**src/rtl/adxl345_seq.sv**
```systemverilog
// ADXL345 transaction sequencer: runs the register init table, then issues periodic
// 6-byte burst reads through a byte-level I2C master over a cmd/rsp handshake.
module adxl345_seq #(
  parameter logic [6:0]  DEV_ADDR   = 7'h53,
  parameter int unsigned SAMPLE_DIV = 500000,
  parameter int unsigned RETRY_WAIT = 50000
) (
  input  logic        clk,
  input  logic        reset_n,
  input  logic        enable,
  output logic        cmd_valid,
  input  logic        cmd_ready,
  output logic [1:0]  cmd_op,
  output logic [7:0]  cmd_data,
  output logic        cmd_nack,
  input  logic        rsp_valid,
  input  logic [7:0]  rsp_data,
  input  logic        rsp_nack,
  output logic [15:0] accel_x,
  output logic [15:0] accel_y,
  output logic [15:0] accel_z,
  output logic        sample_valid,
  output logic        init_done,
  output logic        busy,
  output logic        error
);

  localparam int unsigned TW = (SAMPLE_DIV > 1) ? $clog2(SAMPLE_DIV) : 1;
  localparam int unsigned WW = (RETRY_WAIT > 1) ? $clog2(RETRY_WAIT) : 1;
  localparam logic [TW-1:0] TICK_MAX = TW'(SAMPLE_DIV - 1);
  localparam logic [WW-1:0] WAIT_MAX = WW'(RETRY_WAIT - 1);

  localparam logic [1:0] OP_START = 2'd0;
  localparam logic [1:0] OP_STOP  = 2'd1;
  localparam logic [1:0] OP_WRITE = 2'd2;
  localparam logic [1:0] OP_READ  = 2'd3;

  typedef enum logic [4:0] {
    StIdle, StInitStart, StInitAddr, StInitReg, StInitData, StInitStop, StWaitTick,
    StRdStart, StRdAddrW, StRdReg, StRdRestart, StRdAddrR, StRdByte, StRdStop,
    StPublish, StErrStop, StErrWait
  } state_t;

  state_t        state;
  logic [2:0]    idx;
  logic [2:0]    bcnt;
  logic          pend;
  logic          tick_pend;
  logic [TW-1:0] tick_cnt;
  logic [WW-1:0] wait_cnt;
  logic [47:0]   shadow;

  logic          is_cmd;
  logic [1:0]    op;
  logic [7:0]    data;
  logic          nack;
  logic          tick;
  logic          nacked;
  logic [15:0]   entry;

  function automatic logic [15:0] init_entry(input logic [2:0] i);
    case (i)
      3'd0:    init_entry = 16'h310B;
      3'd1:    init_entry = 16'h2C0B;
      3'd2:    init_entry = 16'h2404;
      3'd3:    init_entry = 16'h2502;
      3'd4:    init_entry = 16'h2602;
      3'd5:    init_entry = 16'h27FF;
      3'd6:    init_entry = 16'h2D00;
      default: init_entry = 16'h2D08;
    endcase
  endfunction

  assign entry  = init_entry(idx);
  assign tick   = init_done && (tick_cnt == TICK_MAX);
  assign nacked = is_cmd && (op == OP_WRITE) && rsp_nack;
  assign busy   = (state != StIdle);

  // Command implied by the current state; latched into cmd_* when issued.
  always_comb begin
    is_cmd = 1'b1;
    op     = OP_START;
    data   = 8'h00;
    nack   = 1'b0;
    unique case (state)
      StInitStart, StRdStart, StRdRestart: op = OP_START;
      StInitStop, StRdStop, StErrStop:     op = OP_STOP;
      StInitAddr, StRdAddrW: begin op = OP_WRITE; data = {DEV_ADDR, 1'b0}; end
      StInitReg:             begin op = OP_WRITE; data = entry[15:8]; end
      StInitData:            begin op = OP_WRITE; data = entry[7:0]; end
      StRdReg:               begin op = OP_WRITE; data = 8'h32; end
      StRdAddrR:             begin op = OP_WRITE; data = {DEV_ADDR, 1'b1}; end
      StRdByte:              begin op = OP_READ; nack = (bcnt == 3'd5); end
      default:               is_cmd = 1'b0;
    endcase
  end

  always_ff @(posedge clk) begin
    if (!reset_n) begin
      state        <= StIdle;
      idx          <= '0;
      bcnt         <= '0;
      pend         <= 1'b0;
      tick_pend    <= 1'b0;
      tick_cnt     <= '0;
      wait_cnt     <= '0;
      shadow       <= '0;
      cmd_valid    <= 1'b0;
      cmd_op       <= '0;
      cmd_data     <= '0;
      cmd_nack     <= 1'b0;
      accel_x      <= '0;
      accel_y      <= '0;
      accel_z      <= '0;
      sample_valid <= 1'b0;
      init_done    <= 1'b0;
      error        <= 1'b0;
    end else begin
      sample_valid <= 1'b0;
      if (!init_done || tick) tick_cnt <= '0;
      else                    tick_cnt <= tick_cnt + 1'b1;
      // A tick arriving mid-burst is held (1-deep) until WAIT_TICK is reached again.
      if (tick && state != StWaitTick) tick_pend <= 1'b1;

      if (is_cmd && !cmd_valid && !pend) begin
        cmd_valid <= 1'b1;
        cmd_op    <= op;
        cmd_data  <= data;
        cmd_nack  <= nack;
      end else if (cmd_valid && cmd_ready) begin
        cmd_valid <= 1'b0;
        pend      <= 1'b1;
      end

      unique case (state)
        StIdle: if (enable) begin state <= StInitStart; idx <= '0; end
        StWaitTick: begin
          if (!enable) state <= StIdle;
          else if (tick || tick_pend) begin
            tick_pend <= 1'b0;
            state     <= StRdStart;
          end
        end
        StPublish: state <= enable ? StWaitTick : StIdle;
        StErrWait: begin
          if (!enable) state <= StIdle;
          else if (wait_cnt == WAIT_MAX) begin state <= StInitStart; idx <= '0; end
          else wait_cnt <= wait_cnt + 1'b1;
        end
        default: begin
          if (pend && rsp_valid) begin
            pend <= 1'b0;
            if (nacked) begin
              error     <= 1'b1;
              init_done <= 1'b0;
              tick_pend <= 1'b0;
              state     <= StErrStop;
            end else begin
              case (state)
                StInitStart: state <= StInitAddr;
                StInitAddr:  state <= StInitReg;
                StInitReg:   state <= StInitData;
                StInitData:  state <= StInitStop;
                StInitStop: begin
                  if (idx == 3'd7) begin
                    init_done <= 1'b1;
                    state     <= enable ? StWaitTick : StIdle;
                  end else begin
                    idx   <= idx + 1'b1;
                    state <= enable ? StInitStart : StIdle;
                  end
                end
                StRdStart:   state <= StRdAddrW;
                StRdAddrW:   state <= StRdReg;
                StRdReg:     state <= StRdRestart;
                StRdRestart: state <= StRdAddrR;
                StRdAddrR:   begin state <= StRdByte; bcnt <= '0; end
                StRdByte: begin
                  // Shift in from the top so byte 0 ends up in shadow[7:0].
                  shadow <= {rsp_data, shadow[47:8]};
                  if (bcnt == 3'd5) state <= StRdStop;
                  else              bcnt  <= bcnt + 1'b1;
                end
                StRdStop: begin
                  accel_x      <= shadow[15:0];
                  accel_y      <= shadow[31:16];
                  accel_z      <= shadow[47:32];
                  sample_valid <= 1'b1;
                  state        <= StPublish;
                end
                StErrStop: begin
                  wait_cnt <= '0;
                  state    <= enable ? StErrWait : StIdle;
                end
                default: state <= StIdle;
              endcase
            end
          end
        end
      endcase
    end
  end

endmodule

```
**config.mk**
```make
export PLATFORM = sky130hd
export DESIGN_NAME = adxl345_seq
export DESIGN_NICKNAME = d
export VERILOG_FILES = /design/src/rtl/adxl345_seq.sv
export SDC_FILE = /design/constraint.sdc
export NUM_CORES = 1
export LEC_CHECK = 0
export BUFFER_PORTS_ARGS = -buffer_cell sky130_fd_sc_hd__clkbuf_2
export CAP_MARGIN = 20
export CORE_MARGIN = 1.5
export CORE_UTILIZATION = 40
export DETAILED_ROUTE_END_ITERATION = 10
export PLACE_DENSITY = 0.68
export SETUP_SLACK_MARGIN = 0.02
export SLEW_MARGIN = 20
export SYNTH_ARGS = -nofsm -noshare
export SYNTH_HDL_FRONTEND = slang
export SYNTH_SLANG_ARGS = --single-unit
```
**constraint.sdc**
```tcl
create_clock -name clk -period 5.5 [get_ports clk]
set_clock_uncertainty 0.2 [all_clocks]
set_input_delay 0.55 -clock clk [delete_from_list [all_inputs] [get_ports clk]]
set_output_delay 0.55 -clock clk [all_outputs]
set_load 0.02 [all_outputs]
```
### Yosys cells after proc, flatten, opt, wreduce, memory -nomap -nowiden

Cells that the tools add are included.

* register bits after elaboration: 159
* latch bits: 0
* RAM bits: 0
* ROM bits: 0
* input port bits: 14
* logic and storage cells: 161
* memories: 0

* add/sub/neg operators: 4
* multipliers: 0
* divide/modulo/power cells: 0
* $lt $le $gt $ge: 0
* equality and inequality tests: 39
* shift operators: 0
* mux-type cells: 51
* bitwise logic cells: 6
* reduce and logical (&&, ||, !) cells: 43

Operator list (number)
* 13-bit case mux with 7 select lines: 1
* 16-bit two-way mux: 5
* 5-bit case mux with 13 select lines: 1
* 5-bit two-way mux: 9
* 5-bit by 4-bit == test with 1-bit output (second input constant): 8
* 8-bit case mux with 5 select lines: 1
* 16-bit case mux with 2 select lines: 1
* 3-bit two-way mux: 10
* 5-bit by 3-bit == test with 1-bit output (second input constant): 4
* 5-bit case mux with 4 select lines: 1
* 19-bit by 1-bit adder with 19-bit output (second input constant): 1
* 19-bit == test (second input constant): 1
* 1-bit two-way mux: 18
* 16-bit by 1-bit adder with 16-bit output (second input constant): 1
* 16-bit == test (second input constant): 1
* 3-bit == test (second input constant): 5
* 13-bit OR reduction: 1
* 4-bit AND reduction: 3
* 2-bit nonzero test: 6
* 5-bit by 2-bit == test with 1-bit output (second input constant): 2
* 2-bit inequality test (second input constant): 5
* 5-bit AND reduction: 2
* 5-bit nonzero test: 2
* 3-bit case mux with 3 select lines: 1
* 29 further kinds: 53

### Logic depth before layout (Yosys ltp)

* word-level depth: 9
* depth in mapped cells: 8
* mapped depth without buffers: 7

### Least setup slack after synthesis

No wires, ideal clock.

* path kind: register to register
* start point: register idx[1]
* end point: register idx[1]
* arrival: 1.773 ns
* setup slack: 3.399 ns
* stages on the path, launching flop included: 7
* buffers on the path: 0
* period minus slack after synthesis: 2.101 ns
* path through: dfxtp_1 > ha_1 > ha_1 > or4_1 > a22o_1 > a32oi_1 > nor2_1

* word-level cells in the longest chain between the ends: 6
* elaborated cells between the ends (all ways): 9
* classes of those cells: 1 x add/sub; 2 x eq/ne; 5 x mux; 1 x reduce/logical

RTL lines
* from (decl): line 45 `logic [2:0] idx;`
* from (signal assigned): line 169 `idx <= idx + 1'b1;`
* 3-bit by 1-bit adder with 3-bit output: line 169
* 3-bit two-way mux: line 165 `if (idx == 3'd7) begin`
* 3-bit two-way mux: line 159 `case (state)`
* 3-bit two-way mux: line 153 `if (nacked) begin`
* 3-bit two-way mux: line 151 `if (pend && rsp_valid) begin`
* 3-bit case mux with 3 select lines: line 135 `unique case (state)`

Parallel ways exist; a longest one is shown, timed or not. The select of a mux whose other input is x is not followed.
A chain may end at the register's enable or synchronous reset.

### Worst setup path after layout

* start point: register state[3]
* end point: register shadow[3]

* word-level cells in the longest chain between the ends: 8
* elaborated cells between the ends (all ways): 29
* classes of those cells: 17 x eq/ne; 2 x mux; 2 x bitwise; 8 x reduce/logical

RTL lines
* from (decl): line 44 `state_t state;`
* from (signal assigned): line 100 `state <= StIdle;`
* from (signal assigned): line 138 `if (!enable) state <= StIdle;`
* from (signal assigned): line 141 `state <= StRdStart;`
* 5-bit by 4-bit == test with 1-bit output, or another cell as far along: line 85 `unique case (state)`
* 6-bit OR reduction (no source line) / 3-bit OR reduction (equally long branches)
* 2-bit case mux with 3 select lines: line 85
* 2-bit == test: line 76 `assign nacked = is_cmd && (op == OP_WRITE) && rsp_nack;`
* 1-bit logical AND (2 in a row): line 76
* 1-bit inverter (no source line)
* 4-bit AND reduction (no source line) *
* to (signal assigned): line 180 `shadow <= {rsp_data, shadow[47:8]};`
* to (decl): line 51 `logic [47:0] shadow;`

Mark *: on every way between the ends. The rest lies on a longest branch, timed or not.

==> flow_metrics.py <==
metrics = {
    "status": {
        "status": "finished clean",
    },
    "floorplanning": {
        "fp.coreArea_um2": 16700,
        "placementRows": 47,
        "initial_utilization": 0.412,
        "die_area_um2": 18000,
        "ios": 78,
        "chipWidth_um": 134,
        "dieHeight_um": 134,
    },
    "clock_network": {
        "cts_tree": "done",
        "cts_inserted_buffers": 17,
        "ctsHoldBuffers": 0,
        "clkSinkCount": 159,
        "clk_latency_ns": 0.43,
        "cts-resized-gates": 0,
        "post-cts-setup-buffers": 0,
        "h-tree-depth": 4,
        "cts-root-buf": "clkbuf_16",
        "cts.clk_slew.worst_paths_ns": 0.07,
        "cts_max_path_buffers": 2,
    },
    "finish": {
        "seqCellArea_um2": 3180,
        "fillers": 1622,
        "nets": 899,
        "n_antenna_cell": 0,
        "areaGrowthSynthToFinish_pct": 15.6,
        "multi_input_area_um2": 3400,
        "drive_above_1_share": 0.148,
    },
    "setup_path": {
        "startpoint": "state[3]$_SDFFE_PN0P_",
        "path_cells": "nand3b_1, or3_1, nand4b_4, buf_4, nand3_1, o21ai_0",
        "critPathMaxStageDelay_ns": 0.82,
        "path_class": "reg -> reg",
        "start_kind": "register",
        "rrSetupSlack_ns": 2.49,
        "cp_data_required_time_ns": 5.58,
        "regToRegEndpoint": "shadow[3]$_SDFFE_PN0P_",
        "critPathMaxFanout": 96,
        "timing.rr.start": "state[3]$_SDFFE_PN0P_",
        "worstPathArrival_ns": 3.08,
        "cpMaxStageDelayCell": "dfxtp_1",
        "endpoint": "shadow[3]$_SDFFE_PN0P_",
        "worst_setup_path_end_kind": "register",
        "reg2reg_depth": 6,
    },
    "routing": {
        "ant_nets": 0,
        "wl_met3_um": 685,
        "drt_wl_total_um": 15300,
        "drt-initial-drc-count": 419,
        "drt_pass1_iterations": 4,
        "vias": 5910,
        "detail_route.wl_per_cell_um": 13.8,
        "drt-met1-wl_um": 7490,
        "post-route-drc-count": 0,
        "dr_wl_met2_um": 6850,
        "topRoutingLayerUsed": "met4",
        "viasPerCell": 5.34,
    },
    "logic_synthesis": {
        "synth_seq_area_share": 0.463,
        "ys_top_cells_by_count": "dfxtp_1, nand3_1, nand2_1, o21ai_0, nor2_1",
        "ys.flop_type": "dfxtp_1",
        "async_flop_share": 0,
        "syn_avg_cell_area_um2": 8.26,
        "synth_nets": 856,
        "netlist_area_um2": 6880,
        "ys_warn_count": 0,
        "synth_edf_count": 0,
        "synthCells": 832,
        "post-synth-top-area-cell": "dfxtp_1",
        "synth_cell_types": 70,
        "yosysMostFrequentCell": "dfxtp_1",
        "synthTopCellsByArea": "dfxtp_1, nand3_1, o21ai_0",
        "synth_seq_cells": 159,
        "yosysTopAreaCellShare": 0.463,
    },
    "timing": {
        "report.final.hold_viol_count": 0,
        "rsz0062_at_grt": "no",
        "tns_ns": 0,
        "setup_viol": 0,
        "finalCritPeriodShare": 0.547,
        "fmaxAchievable_mhz": 332,
        "layout_min_cycle_time_ns": 3.01,
        "slew_viol_final": 0,
        "slew_headroom": 0.296,
        "tightest_slew_ns": 1.06,
    },
    "placement": {
        "gp_congestion": 0.851,
        "dpl.hpwl_um": 9840,
        "io_buffers": 77,
    },
    "pwr": {
        "ir_worst_vdd_v": 0.000242,
        "p_per_area_nw_per_um2": 370,
        "seqPwrFrac": 0.423,
        "p_int_uw": 2050,
        "switchingPower_uw": 886,
        "clkPwrFrac": 0.415,
        "total_power_uw": 2940,
        "swShare": 0.302,
        "p_comb_frac": 0.162,
        "total_leakage_power_uw": 0.00282,
    },
    "min_path": {
        "hp-class": "in -> reg",
    },
    "grt": {
        "grt_pass1_vias": 5019,
        "grt_first_pass_wirelength_um": 25100,
        "grt_usage": 0.173,
        "grt_max_degree": 118,
        "grt-ovfl-total": 0,
        "antenna_found_initial": 0,
    },
    "run": {
        "maxCapViolCount": 0,
    },
}
[cells in the final DEF, fill, tap and decap left out, types with 3 or more instances in the layout]
cell,netlist,layout
a31o_2,3,3
o21a_1,3,3
and3_1,13,13
nand2b_1,3,3
clkbuf_2,0,76
and2_1,3,3
inv_6,0,6
o21ai_0,80,80
xnor2_1,5,5
nor3_1,15,15
nor4bb_1,3,3
nor2b_1,6,6
nand2_1,100,100
dfxtp_1,159,159
nor2_1,45,45
or3_1,5,5
inv_1,16,16
clkbuf_16,0,17
a21oi_1,32,32
nor4_1,4,4
a31oi_1,5,5
and4_1,4,4
or4_1,8,8
or2_2,4,4
mux2i_1,6,6
o31ai_1,9,9
nand4_1,14,14
buf_4,1,6
xor2_1,16,16
inv_8,0,4
nand3_1,120,120
a211oi_1,3,3
o2111ai_1,4,4
ha_1,10,10
o21ai_1,31,31
[per-stage QoR]
stage | setup WS [ns] | area [um^2] | hold WS (ns) | std cells | utilization
final | 2.49 | 7950 | 0.126 | 1107 | 0.476
after global placement | 2.67 | 7340 | 0.236 | 1076 | 0.440
after CTS | 2.56 | 7950 | 0.109 | 1107 | 0.476
after detailed placement | 2.62 | 7340 | 0.247 | 1076 | 0.440
after floorplan | 3.40 | 6880 | 0.226 | 832 | -
after global routing | 2.18 | 7950 | 0.130 | 1107 | 0.476
[metal layers]
layer  vias up  global-route usage
li1       3072                   -
met1      2681               0.230
met2       138               0.269
met3        19              0.0472
met4         0              0.0627
met5         -                   0
[critical path, delay by kind of cell, from the launching register on]
kind / cells / cell delay, ns
flip-flops: 1 / 0.82
AO/OA/AOI/OAI: 1 / 0.11
buffers and inverters: 1 / 0.39
AND/OR/NAND/NOR: 4 / 1.28
[worst min path at each step]
stage	startpoint	end	slack, ns	cells after the start
after floorplan	tick_cnt[0]$_SDFF_PP0_	tick_cnt[0]$_SDFF_PP0_	0.23	1
after global placement	error$_SDFFE_PN0P_	error$_SDFFE_PN0P_	0.24	2
after detailed placement	cmd_op[1]$_SDFFE_PN0P_	cmd_op[1]$_SDFFE_PN0P_	0.25	2
after CTS	rsp_data[7]	shadow[47]$_SDFFE_PN0P_	0.11	3
after global routing	rsp_data[4]	shadow[44]$_SDFFE_PN0P_	0.13	3
final	rsp_data[7]	shadow[47]$_SDFFE_PN0P_	0.13	3
[cells by family (layout without fill, tap and decap cells)]
kind of cell / Yosys count / count (layout) / synth area share
adder cells (fa/ha/maj): 11 / 11 / 0.0197
AO/OA/AOI/OAI: 198 / 198 / 0.171
multiplexers: 6 / 6 / 0.00874
flip-flops: 159 / 159 / 0.463
XOR/XNOR: 21 / 21 / 0.0268
buffers and inverters: 74 / 129 / 0.0442
AND/OR/NAND/NOR: 363 / 363 / 0.267
[final cells by class]
class | count | area share
Multi-Input combinational cell | 599 | 0.427
Sequential cell | 159 | 0.401
Clock inverter | 13 | 0.0209
Clock buffer | 18 | 0.0553
Tap cell | 220 | 0.0346
Inverter | 16 | 0.00756
Timing Repair Buffer | 82 | 0.0535
[sequential cells by signal, indices dropped and copies added (netlist names), 3 cells and up]
| register | count |
|---|---|
| accel_x | 16 |
| accel_y | 16 |
| accel_z | 16 |
| bcnt | 3 |
| cmd_data | 8 |
| idx | 3 |
| shadow | 48 |
| state | 5 |
| tick_cnt | 19 |
| wait_cnt | 16 |
[power by group through the flow]
stage / Combinational [uW] / Sequential [uW] / Clock (uW)
2_1_floorplan: 412 / 1230 / 0
3_5_place_dp: 469 / 1270 / 0
5_1_grt: 522 / 1250 / 1300
3_3_place_gp: 468 / 1260 / 0
4_1_cts: 472 / 1240 / 1250
6_report: 476 / 1240 / 1220
Power figures use the tool's default switching activity.
